[src/rtl/vram_read_arbiter_if.sv]
`default_nettype none
// -----------------------------------------------------------------------------
// vram_read_arbiter_if : scanner, client and BRAM read-port bundle  (rev 1.0)
// -----------------------------------------------------------------------------
interface vram_read_arbiter_if #(
  parameter int ADDR_WIDTH  = 12,
  parameter int NUM_CLIENTS = 2
);
  logic                              video_rd_i;
  logic [ADDR_WIDTH-1:0]             video_addr_i;
  logic [31:0]                       video_data_o;
  logic                              video_valid_o;
  logic [NUM_CLIENTS-1:0]            client_req_i;
  logic [NUM_CLIENTS*ADDR_WIDTH-1:0] client_addr_i;
  logic [NUM_CLIENTS-1:0]            client_gnt_o;
  logic [NUM_CLIENTS-1:0]            client_valid_o;
  logic [31:0]                       client_data_o;
  logic [NUM_CLIENTS-1:0]            client_starve_o;
  logic                              mem_rd_o;
  logic [ADDR_WIDTH-1:0]             mem_addr_o;
  logic [31:0]                       mem_data_i;

  modport slave (
    input  video_rd_i, video_addr_i, client_req_i, client_addr_i, mem_data_i,
    output video_data_o, video_valid_o, client_gnt_o, client_valid_o,
           client_data_o, client_starve_o, mem_rd_o, mem_addr_o
  );

  modport master (
    output video_rd_i, video_addr_i, client_req_i, client_addr_i, mem_data_i,
    input  video_data_o, video_valid_o, client_gnt_o, client_valid_o,
           client_data_o, client_starve_o, mem_rd_o, mem_addr_o
  );
endinterface
`default_nettype wire

[src/rtl/vram_read_arbiter.sv]
`default_nettype none
// -----------------------------------------------------------------------------
// vram_read_arbiter : video-priority / round-robin sharing of one BRAM read port  (rev 1.0)
// -----------------------------------------------------------------------------
module vram_read_arbiter #(
  parameter int ADDR_WIDTH   = 12,
  parameter int NUM_CLIENTS  = 2,
  parameter int READ_LATENCY = 1,
  parameter int STARVE_LIMIT = 64
) (
  input  logic               clk_logic,
  input  logic               system_reset,
  vram_read_arbiter_if.slave bus
);
  localparam int c_IDX_W = (NUM_CLIENTS > 1) ? $clog2(NUM_CLIENTS) : 1;
  localparam int c_CNT_W = (STARVE_LIMIT > 1) ? $clog2(STARVE_LIMIT + 1) : 1;
  localparam logic [c_CNT_W-1:0] c_CNT_MAX  = c_CNT_W'(STARVE_LIMIT);
  localparam logic [c_IDX_W-1:0] c_LAST_IDX = c_IDX_W'(NUM_CLIENTS - 1);

  typedef struct packed {
    logic               valid;
    logic               is_video;
    logic [c_IDX_W-1:0] idx;
  } tag_t;

  logic [NUM_CLIENTS-1:0] w_eligible;
  logic                   w_lo_any;
  logic                   w_hi_any;
  logic [c_IDX_W-1:0]     w_lo_sel;
  logic [c_IDX_W-1:0]     w_hi_sel;
  logic                   w_client_any;
  logic [c_IDX_W-1:0]     w_client_sel;
  logic [c_IDX_W-1:0]     w_ptr_nxt;
  logic [ADDR_WIDTH-1:0]  w_client_addr;
  logic [NUM_CLIENTS-1:0] w_starve_nxt;
  tag_t                   w_ret;

  logic [c_IDX_W-1:0]     r_rr_ptr;
  logic                   r_mem_rd;
  logic [ADDR_WIDTH-1:0]  r_mem_addr;
  logic                   r_iss_video;
  logic [c_IDX_W-1:0]     r_iss_idx;
  logic [NUM_CLIENTS-1:0] r_gnt;
  tag_t                   r_tag [READ_LATENCY];
  logic                   r_vvalid;
  logic [31:0]            r_vdata;
  logic [NUM_CLIENTS-1:0] r_cvalid;
  logic [31:0]            r_cdata;
  logic [NUM_CLIENTS-1:0] r_starve;

  // A client whose grant is showing this cycle is still holding its old request.
  assign w_eligible = bus.client_req_i & ~r_gnt;

  always_comb begin
    w_lo_any = 1'b0;
    w_hi_any = 1'b0;
    w_lo_sel = '0;
    w_hi_sel = '0;
    for (int k = NUM_CLIENTS - 1; k >= 0; k--) begin
      if (w_eligible[k]) begin
        w_lo_any = 1'b1;
        w_lo_sel = c_IDX_W'(k);
        if (k >= int'(r_rr_ptr)) begin
          w_hi_any = 1'b1;
          w_hi_sel = c_IDX_W'(k);
        end
      end
    end
  end

  assign w_client_any  = w_lo_any;
  assign w_client_sel  = w_hi_any ? w_hi_sel : w_lo_sel;
  assign w_ptr_nxt     = (w_client_sel == c_LAST_IDX) ? '0 : w_client_sel + c_IDX_W'(1);
  assign w_client_addr = bus.client_addr_i[int'(w_client_sel)*ADDR_WIDTH +: ADDR_WIDTH];

  always_ff @(posedge clk_logic or posedge system_reset) begin
    if (system_reset) begin
      r_rr_ptr    <= '0;
      r_mem_rd    <= 1'b0;
      r_mem_addr  <= '0;
      r_iss_video <= 1'b0;
      r_iss_idx   <= '0;
      r_gnt       <= '0;
    end else begin
      r_mem_rd <= 1'b0;
      r_gnt    <= '0;
      if (bus.video_rd_i) begin
        r_mem_rd    <= 1'b1;
        r_mem_addr  <= bus.video_addr_i;
        r_iss_video <= 1'b1;
      end else if (w_client_any) begin
        r_mem_rd            <= 1'b1;
        r_mem_addr          <= w_client_addr;
        r_iss_video         <= 1'b0;
        r_iss_idx           <= w_client_sel;
        r_gnt[w_client_sel] <= 1'b1;
        r_rr_ptr            <= w_ptr_nxt;
      end
    end
  end

  // Tag stage 0 lines up with the cycle after the BRAM sees mem_rd_o.
  always_ff @(posedge clk_logic or posedge system_reset) begin
    if (system_reset) begin
      for (int i = 0; i < READ_LATENCY; i++) r_tag[i] <= '0;
    end else begin
      r_tag[0] <= '{valid: r_mem_rd, is_video: r_iss_video, idx: r_iss_idx};
      for (int i = 1; i < READ_LATENCY; i++) r_tag[i] <= r_tag[i-1];
    end
  end

  assign w_ret = r_tag[READ_LATENCY-1];

  always_ff @(posedge clk_logic or posedge system_reset) begin
    if (system_reset) begin
      r_vvalid <= 1'b0;
      r_vdata  <= '0;
      r_cvalid <= '0;
      r_cdata  <= '0;
      r_starve <= '0;
    end else begin
      r_vvalid <= w_ret.valid & w_ret.is_video;
      r_cvalid <= '0;
      r_starve <= w_starve_nxt;
      if (w_ret.valid && w_ret.is_video) begin
        r_vdata <= bus.mem_data_i;
      end
      if (w_ret.valid && !w_ret.is_video) begin
        r_cvalid[w_ret.idx] <= 1'b1;
        r_cdata             <= bus.mem_data_i;
      end
    end
  end

  for (genvar k = 0; k < NUM_CLIENTS; k++) begin : g_starve
    logic [c_CNT_W-1:0] r_wait_cnt;
    logic [c_CNT_W-1:0] w_wait_nxt;

    always_comb begin
      w_wait_nxt = '0;
      if (bus.client_req_i[k] && !r_gnt[k]) begin
        w_wait_nxt = (r_wait_cnt >= c_CNT_MAX) ? c_CNT_MAX : r_wait_cnt + c_CNT_W'(1);
      end
    end

    always_ff @(posedge clk_logic or posedge system_reset) begin
      if (system_reset) r_wait_cnt <= '0;
      else              r_wait_cnt <= w_wait_nxt;
    end

    assign w_starve_nxt[k] = (w_wait_nxt >= c_CNT_MAX);
  end

  assign bus.mem_rd_o        = r_mem_rd;
  assign bus.mem_addr_o      = r_mem_addr;
  assign bus.client_gnt_o    = r_gnt;
  assign bus.video_valid_o   = r_vvalid;
  assign bus.video_data_o    = r_vdata;
  assign bus.client_valid_o  = r_cvalid;
  assign bus.client_data_o   = r_cdata;
  assign bus.client_starve_o = r_starve;

endmodule
`default_nettype wire

[src/flat_wrapper.sv]
// flat-port wrapper written by rule: the top's interface ports become plain ports
module vram_read_arbiter_flat 
#(
  parameter int ADDR_WIDTH   = 12,
  parameter int NUM_CLIENTS  = 2,
  parameter int READ_LATENCY = 1,
  parameter int STARVE_LIMIT = 64
)
  (clk_logic, system_reset, bus_video_rd_i, bus_video_addr_i, bus_client_req_i, bus_client_addr_i, bus_mem_data_i, bus_video_data_o, bus_video_valid_o, bus_client_gnt_o, bus_client_valid_o, bus_client_data_o, bus_client_starve_o, bus_mem_rd_o, bus_mem_addr_o);
  vram_read_arbiter_if #(.ADDR_WIDTH(ADDR_WIDTH), .NUM_CLIENTS(NUM_CLIENTS)) bus_i ();
  input  logic clk_logic;
  input  logic system_reset;
  input wire logic [$bits(bus_i.video_rd_i)-1:0] bus_video_rd_i;
  input wire logic [$bits(bus_i.video_addr_i)-1:0] bus_video_addr_i;
  input wire logic [$bits(bus_i.client_req_i)-1:0] bus_client_req_i;
  input wire logic [$bits(bus_i.client_addr_i)-1:0] bus_client_addr_i;
  input wire logic [$bits(bus_i.mem_data_i)-1:0] bus_mem_data_i;
  output wire logic [$bits(bus_i.video_data_o)-1:0] bus_video_data_o;
  output wire logic [$bits(bus_i.video_valid_o)-1:0] bus_video_valid_o;
  output wire logic [$bits(bus_i.client_gnt_o)-1:0] bus_client_gnt_o;
  output wire logic [$bits(bus_i.client_valid_o)-1:0] bus_client_valid_o;
  output wire logic [$bits(bus_i.client_data_o)-1:0] bus_client_data_o;
  output wire logic [$bits(bus_i.client_starve_o)-1:0] bus_client_starve_o;
  output wire logic [$bits(bus_i.mem_rd_o)-1:0] bus_mem_rd_o;
  output wire logic [$bits(bus_i.mem_addr_o)-1:0] bus_mem_addr_o;
  assign bus_i.video_rd_i = bus_video_rd_i;
  assign bus_i.video_addr_i = bus_video_addr_i;
  assign bus_i.client_req_i = bus_client_req_i;
  assign bus_i.client_addr_i = bus_client_addr_i;
  assign bus_i.mem_data_i = bus_mem_data_i;
  assign bus_video_data_o = bus_i.video_data_o;
  assign bus_video_valid_o = bus_i.video_valid_o;
  assign bus_client_gnt_o = bus_i.client_gnt_o;
  assign bus_client_valid_o = bus_i.client_valid_o;
  assign bus_client_data_o = bus_i.client_data_o;
  assign bus_client_starve_o = bus_i.client_starve_o;
  assign bus_mem_rd_o = bus_i.mem_rd_o;
  assign bus_mem_addr_o = bus_i.mem_addr_o;
  vram_read_arbiter #(.ADDR_WIDTH(ADDR_WIDTH), .NUM_CLIENTS(NUM_CLIENTS), .READ_LATENCY(READ_LATENCY), .STARVE_LIMIT(STARVE_LIMIT)) u_core (.clk_logic(clk_logic), .system_reset(system_reset), .bus(bus_i));
endmodule
[config.mk]
export PLATFORM = sky130hd
export DESIGN_NAME = vram_read_arbiter_flat
export DESIGN_NICKNAME = d
export VERILOG_FILES = /design/src/rtl/vram_read_arbiter_if.sv /design/src/rtl/vram_read_arbiter.sv /design/src/flat_wrapper.sv
export SDC_FILE = /design/constraint.sdc
export NUM_CORES = 1
export LEC_CHECK = 0
export ABC_AREA = 1
export BUFFER_PORTS_ARGS = -buffer_cell sky130_fd_sc_hd__buf_2
export CAP_MARGIN = 10
export CELL_PAD_IN_SITES_DETAIL_PLACEMENT = 0
export CELL_PAD_IN_SITES_GLOBAL_PLACEMENT = 1
export CORE_MARGIN = 2
export CORE_UTILIZATION = 38
export DETAILED_ROUTE_END_ITERATION = 6
export GPL_TIMING_DRIVEN = 1
export PLACE_DENSITY_LB_ADDON = 0.1
export SLEW_MARGIN = 20
export SYNTH_ARGS = -nofsm -noshare
export SYNTH_HDL_FRONTEND = slang
export SYNTH_SLANG_ARGS = --single-unit
[constraint.sdc]
create_clock -name clk_logic -period 7.75 [get_ports clk_logic]
set_input_delay 0.775 -clock clk_logic [delete_from_list [all_inputs] [get_ports clk_logic]]
set_output_delay 0.775 -clock clk_logic [all_outputs]
set_load 0.03 [all_outputs]
Word level (Yosys, flattened, before mapping)
Index checks and enable logic that the tools add are counted.
{ "totals": {"regBits": 104, "input_bits": 73, "output_inout_bits": 84, "elab_cells": 71} }
{ "op_classes": {"n_addsub": 3, "mul": 1, "order_cmp": 9, "n_shift": 1, "n_mux": 26, "bitwise": 4, "reduce_logical": 11} }
{ "ops": {"columns": ["cell", "n"], "rows": [
  ["$shiftx A24 B32 Y12", 1],
  ["$ge A7 B7 Y1 const B", 4],
  ["$mux W7", 4],
  ["$mux W12", 2],
  ["$mux W1", 15],
  ["$add A7 B1 Y7 const B", 2],
  ["$logic_and A1 B1 Y1", 6],
  ["$mux W2", 3],
  ["$lt A1 B2 Y1 const B", 2],
  ["$logic_not A1 Y1", 3],
  ["$mul A1 B2 Y3 const B", 1],
  ["$and A2 B2 Y2", 1],
  ["$demux W1 S1", 2],
  ["$ge A1 B1 Y1 const B", 2],
  ["$not A2 Y2", 1],
  ["$reduce_and A2 Y1", 1],
  ["$reduce_bool A2 Y1", 1],
  ["$add A1 B1 Y1 const B", 1],
  ["$and A1 B1 Y1", 1],
  ["$ge A1 B1 Y1 const A", 1],
  ["$not A1 Y1", 1]
]} }

Logic depth before layout (Yosys ltp)
{ "depth": {"depth_word": 12, "ltp_mapped": 9, "ltp_nobuf": 9} }

Least setup slack after synthesis
OpenSTA, ideal clock, no wires.
{ "synth_timing": {"kind": "input to register", "start": "input port bus_video_rd_i", "end": "register u_core.r_mem_addr[1] (netlist: u_core.bus.mem_addr_o[1])", "setup_time_ns": 0.117, "arrival_ns": 1.406, "t_required_ns": 7.633, "slack_ns": 6.227, "path_stages": 8, "n_path_buf": 2, "cell_sequence": "buf_6 > inv_4 > buf_6 > or2_0 > nand2_1 > inv_1 > nand2_1 > nand2_1"} }
{ "synth_between": {"elab_chain_len": 1, "elab_cells_between_ends": 2, "classes_between": "mux (1); reduce/logical (1)"} }
{ "synth_rtl": {"columns": ["element", "line", "text"], "rows": [
  ["start, declared", "flat_wrapper.sv:13", "input wire logic [$bits(bus_i.video_rd_i)-1:0] bus_video_rd_i;"],
  ["$mux W12 or $reduce_bool A2 Y1 (tied branches)", null, null],
  ["end signal, assigned", "vram_read_arbiter.sv:89", "r_mem_addr <= bus.video_addr_i;"],
  ["end signal, assigned", "vram_read_arbiter.sv:93", "r_mem_addr <= w_client_addr;"],
  ["end, declared", "vram_read_arbiter.sv:40", "logic [ADDR_WIDTH-1:0] r_mem_addr;"]
]} }
Several ways; a longest one is shown, not always the timed one.
A chain may end at the register's enable or synchronous reset.

Worst setup path after layout
{ "layout_timing": {"start": "register u_core.r_vdata[21] (netlist: u_core.bus.video_data_o[21])", "end": "output port bus_video_data_o[21]"} }
{ "layout_rtl": {"columns": ["element", "line", "text"], "rows": [
  ["start, declared", "vram_read_arbiter.sv:46", "logic [31:0] r_vdata;"],
  ["start signal, assigned", "vram_read_arbiter.sv:126", "r_vdata <= bus.mem_data_i;"],
  ["end, declared", "flat_wrapper.sv:18", "output wire logic [$bits(bus_i.video_data_o)-1:0] bus_video_data_o;"]
]} }
No word-level cell between the ends.

==> results.py <==
metrics = {
    "grt": {
        "grt_antenna_before_repair": 0,
        "grt_pass1_vias": 3161,
        "grt_first_pass_wirelength_mm": 14.7,
        "globalRouteOverflowTotal": 0,
        "globalRouteTotalUtil": 0.158,
        "grt_start_max_net_pins": 67,
    },
    "power": {
        "max-vdd-ir-drop_mv": 0.101,
        "power_density_mw_per_mm2": 250,
        "power_leakage_uw": 0.00289,
    },
    "synth": {
        "yosys-top-cells-area": "sky130_fd_sc_hd__dfrtp_1 (61%), sky130_fd_sc_hd__nand2_1 (11%), sky130_fd_sc_hd__o21ai_0 (8.1%)",
        "most_area_hungry_cell_type_in_the_yosys_netlist": "sky130_fd_sc_hd__dfrtp_1",
        "synth_top_cell_area_share": 0.606,
        "synth_warnings": 0,
        "ys_ff_latch": 102,
        "postSynthAreaPerCell_sq_um": 9.04,
        "mappedNetlistArea_sq_mm": 0.00421,
        "syn_inst": 466,
        "synthDistinctLibCells": 25,
        "synth.yosys.seq_area_share": 0.606,
        "syn-num-nets": 543,
    },
    "critical_path": {
        "cp_slowest_stage_delay_ns": 0.42,
        "critical_path.reg2reg.endpoint": "u_core.bus.mem_addr_o[8]",
        "critical_path.max_fanout": 2,
        "timing.critical_path.slowest_stage_cell": "sky130_fd_sc_hd__dfrtp_1",
        "end_kind": "output port",
        "timing_worst_setup_path_type": "reg2out",
        "critPathLaunchType": "flop",
        "arrival_ns": 0.97,
        "worst-r2r-setup-slack_ns": 6.33,
        "worst_path_bufs_invs": 1,
        "worstRegToRegCells": 6,
        "regToRegStartpoint": "u_core.bus.client_gnt_o[0]",
        "critical_path.top_delay_family": "flip-flops",
        "critical_path.cell_chain": "buf_2",
        "critical_path_required_time_ns": 6.97,
    },
    "final_layout": {
        "fin_util": 0.485,
        "drive_above_1_share": 0.312,
        "final_area_sq_mm": 0.00526,
        "finish.net_count": 690,
        "antenna_cells_inserted": 0,
        "syn2layout_area_growth_pct": 24.8,
        "non_filler_cells_in_the_finished_layout": 758,
    },
    "place": {
        "io_buffers": 156,
        "hpwlAfterDp_mm": 6.79,
        "gp_routability_congestion": 0.766,
        "placed_cells_incl_taps": 742,
        "place_area_sq_mm": 0.00505,
    },
    "outcome": {
        "status": "complete, no violations",
    },
    "sta": {
        "final_min_period_over_clock_period": 0.225,
        "worst_clock_skew_ns": 0.0204,
        "worst-slew-pin-transition_ns": 0.705,
        "layout_min_cycle_time_ns": 1.75,
        "final_setup_violation_count": 0,
        "report.final.slew_viol_count": 0,
        "final.hold.worst_slack_ns": 0.387,
        "final_hold_viol_count": 0,
        "grt_setup_unrepaired": "no",
        "max_slew_margin": 0.530,
        "maxClockFrequency_ghz": 0.573,
        "setup_total_negative_slack_ns": 0,
    },
    "worst_hold_path": {
        "hold_class": "reg2reg",
        "min_to": "u_core.r_tag[1]",
        "hp-start": "u_core.r_iss_video",
        "timing.hold.worst_path_depth": 0,
    },
    "drt": {
        "drt-initial-drc-count": 176,
        "detailed_route_wire_length_per_cell_um": 12.6,
        "drt_pre_antenna_iters": 4,
        "wl_mm": 9.56,
        "detail-route-antenna-nets": 0,
        "via_density_per_instance": 4.49,
        "vias_after_detailed_routing": 3403,
        "remaining_drc_errors": 0,
    },
    "floorplanning": {
        "io_pins": 157,
        "die_area_sq_mm": 0.0119,
        "core_sq_mm": 0.0108,
        "num_rows": 38,
        "initial_utilization": 0.389,
        "die_height_um": 109,
        "die_x_um": 109,
    },
    "clocking": {
        "cts-buffers-inserted": 9,
        "tritoncts": "built",
        "cts.root.buffer_cell": "sky130_fd_sc_hd__clkbuf_8",
        "postCtsHoldBufs": 0,
        "cts_post_setup_buffers_inserted": 0,
        "clock_path_buffers": 2,
        "clk-insertion-delay-late_ns": 0.37,
        "tritoncts_num_sinks": 102,
        "cts_repair_resize_count": 0,
        "path_clk_slew_ns": 0.11,
        "cts_max_level": 3,
    },
    "job": {
        "cap_violations": 0,
    },
}
==> logic make-up after synthesis <==
| family | after synthesis | share of synthesized area |
|---|---|---|
| simple gates | 183 | 0.180 |
| flops | 102 | 0.606 |
| buf+inv | 89 | 0.0921 |
| compound gates | 87 | 0.108 |
| fa+ha+maj | 4 | 0.0119 |
| xor+xnor | 1 | 0.00208 |
==> layer usage <==
| layer | global-route usage | up-vias | share of wire |
|---|---|---|---|
| met3 | 0.0323 | 12 | 0.067 |
| met2 | 0.261 | 114 | 0.46 |
| li1 | - | 1731 | - |
| met5 | 0 | - | 0 |
| met4 | 0.0542 | 0 | 0.013 |
| met1 | 0.208 | 1546 | 0.46 |
==> where the power goes <==
part	switching, uW	internal [uW]
registers	39.0	604
clock network	198	124
logic	252	97.0
total	490	825
==> area by class of cell <==
type                    count  area (sq um)
flip-flops and latches    102          2550
repair buffers            157           788
inverters                  68           260
multi-input cells         275          1290
fillers                  1077          5580
clock buffers               9           124
clock inverters             7          70.1
well taps                 140           175
==> flip-flops by register name, indices dropped and copies added, names as in the netlist <==
register and flops:
u_core.r_iss_idx 1, u_core.r_iss_video 1, u_core.bus.mem_addr_o 12, u_core.bus.video_data_o 32, u_core.bus.client_gnt_o 2, u_core.bus.client_valid_o 2, u_core.r_tag 3, u_core.r_rr_ptr 1
u_core.bus.mem_rd_o 1, u_core.g_starve.r_wait_cnt 13, u_core.bus.client_data_o 32, u_core.bus.video_valid_o 1, u_core.bus.client_starve_o 1
==> stage by stage <==
| step | power, uW | setup WS, ns |
|---|---|---|
| final | 1310 | 6.00 |
| after global routing | 1390 | 5.93 |
| after CTS | 1330 | 5.98 |
| after detailed placement | 1010 | 5.66 |
| after global placement | 1000 | 5.71 |
| after floorplan | 891 | 4.30 |
==> worst max path at each step <==
stage                                            from                     endpoint  slack (ns)  depth (start not counted)
final                     u_core.bus.video_data_o[21]         bus_video_data_o[21]        6.00                          1
after global routing                     system_reset  u_core.bus.client_data_o[4]        5.93                          3
after CTS                         u_core.bus.mem_rd_o                 bus_mem_rd_o        5.98                          1
after detailed placement                 system_reset   u_core.bus.video_data_o[9]        5.66                          3
after global placement                   system_reset   u_core.bus.video_data_o[9]        5.71                          3
after floorplan                          system_reset  u_core.bus.client_data_o[0]        4.30                          1
==> synthesized netlist by cell type, drive strengths merged <==
cell	instances
nand2	132
dfrtp	102
o21ai	73
inv	68
nand3	22
nor2	21
buf	15
a21oi	7
a21boi	6
clkbuf	6
or2	6
ha	4
nor3b	2
o21bai	1
xnor2	1
==> worst register-to-register path, cell delays in order (launching register included) <==
cell and delay (ns):
sky130_fd_sc_hd__dfrtp_1 0.38, sky130_fd_sc_hd__inv_1 0.08, sky130_fd_sc_hd__nand2_1 0.11, sky130_fd_sc_hd__nand2_2 0.09, sky130_fd_sc_hd__nor2_2 0.41, sky130_fd_sc_hd__a21boi_0 0.17
sky130_fd_sc_hd__o21ai_1 0.11
==> placed cells by master (no fill, tap or decap) <==
cell type / synthesis / final
sky130_fd_sc_hd__o21bai_1: 1 / 1
sky130_fd_sc_hd__buf_4: 3 / 1
sky130_fd_sc_hd__or2_0: 1 / 1
sky130_fd_sc_hd__clkinv_8: 0 / 1
sky130_fd_sc_hd__nand3_2: 1 / 1
sky130_fd_sc_hd__xnor2_1: 1 / 1
sky130_fd_sc_hd__nand3_1: 21 / 21
sky130_fd_sc_hd__nand2_1: 127 / 125
sky130_fd_sc_hd__a21boi_1: 2 / 2
sky130_fd_sc_hd__a21boi_0: 4 / 4
sky130_fd_sc_hd__a21oi_1: 7 / 7
sky130_fd_sc_hd__o21ai_0: 68 / 68
sky130_fd_sc_hd__clkinvlp_4: 0 / 1
sky130_fd_sc_hd__inv_1: 64 / 63
sky130_fd_sc_hd__clkbuf_8: 0 / 9
sky130_fd_sc_hd__o21ai_1: 5 / 5
sky130_fd_sc_hd__nand2_4: 0 / 2
sky130_fd_sc_hd__inv_4: 1 / 2
sky130_fd_sc_hd__inv_8: 0 / 1
sky130_fd_sc_hd__nor3b_1: 2 / 2
sky130_fd_sc_hd__clkinv_4: 0 / 4
sky130_fd_sc_hd__ha_1: 4 / 4
sky130_fd_sc_hd__dfrtp_1: 102 / 102
sky130_fd_sc_hd__or2_2: 5 / 5
sky130_fd_sc_hd__nor2_2: 2 / 2
sky130_fd_sc_hd__nand2_2: 5 / 5
sky130_fd_sc_hd__nor2_1: 19 / 19
sky130_fd_sc_hd__inv_2: 3 / 3
sky130_fd_sc_hd__buf_2: 8 / 156
Power figures use the tool's default switching activity.
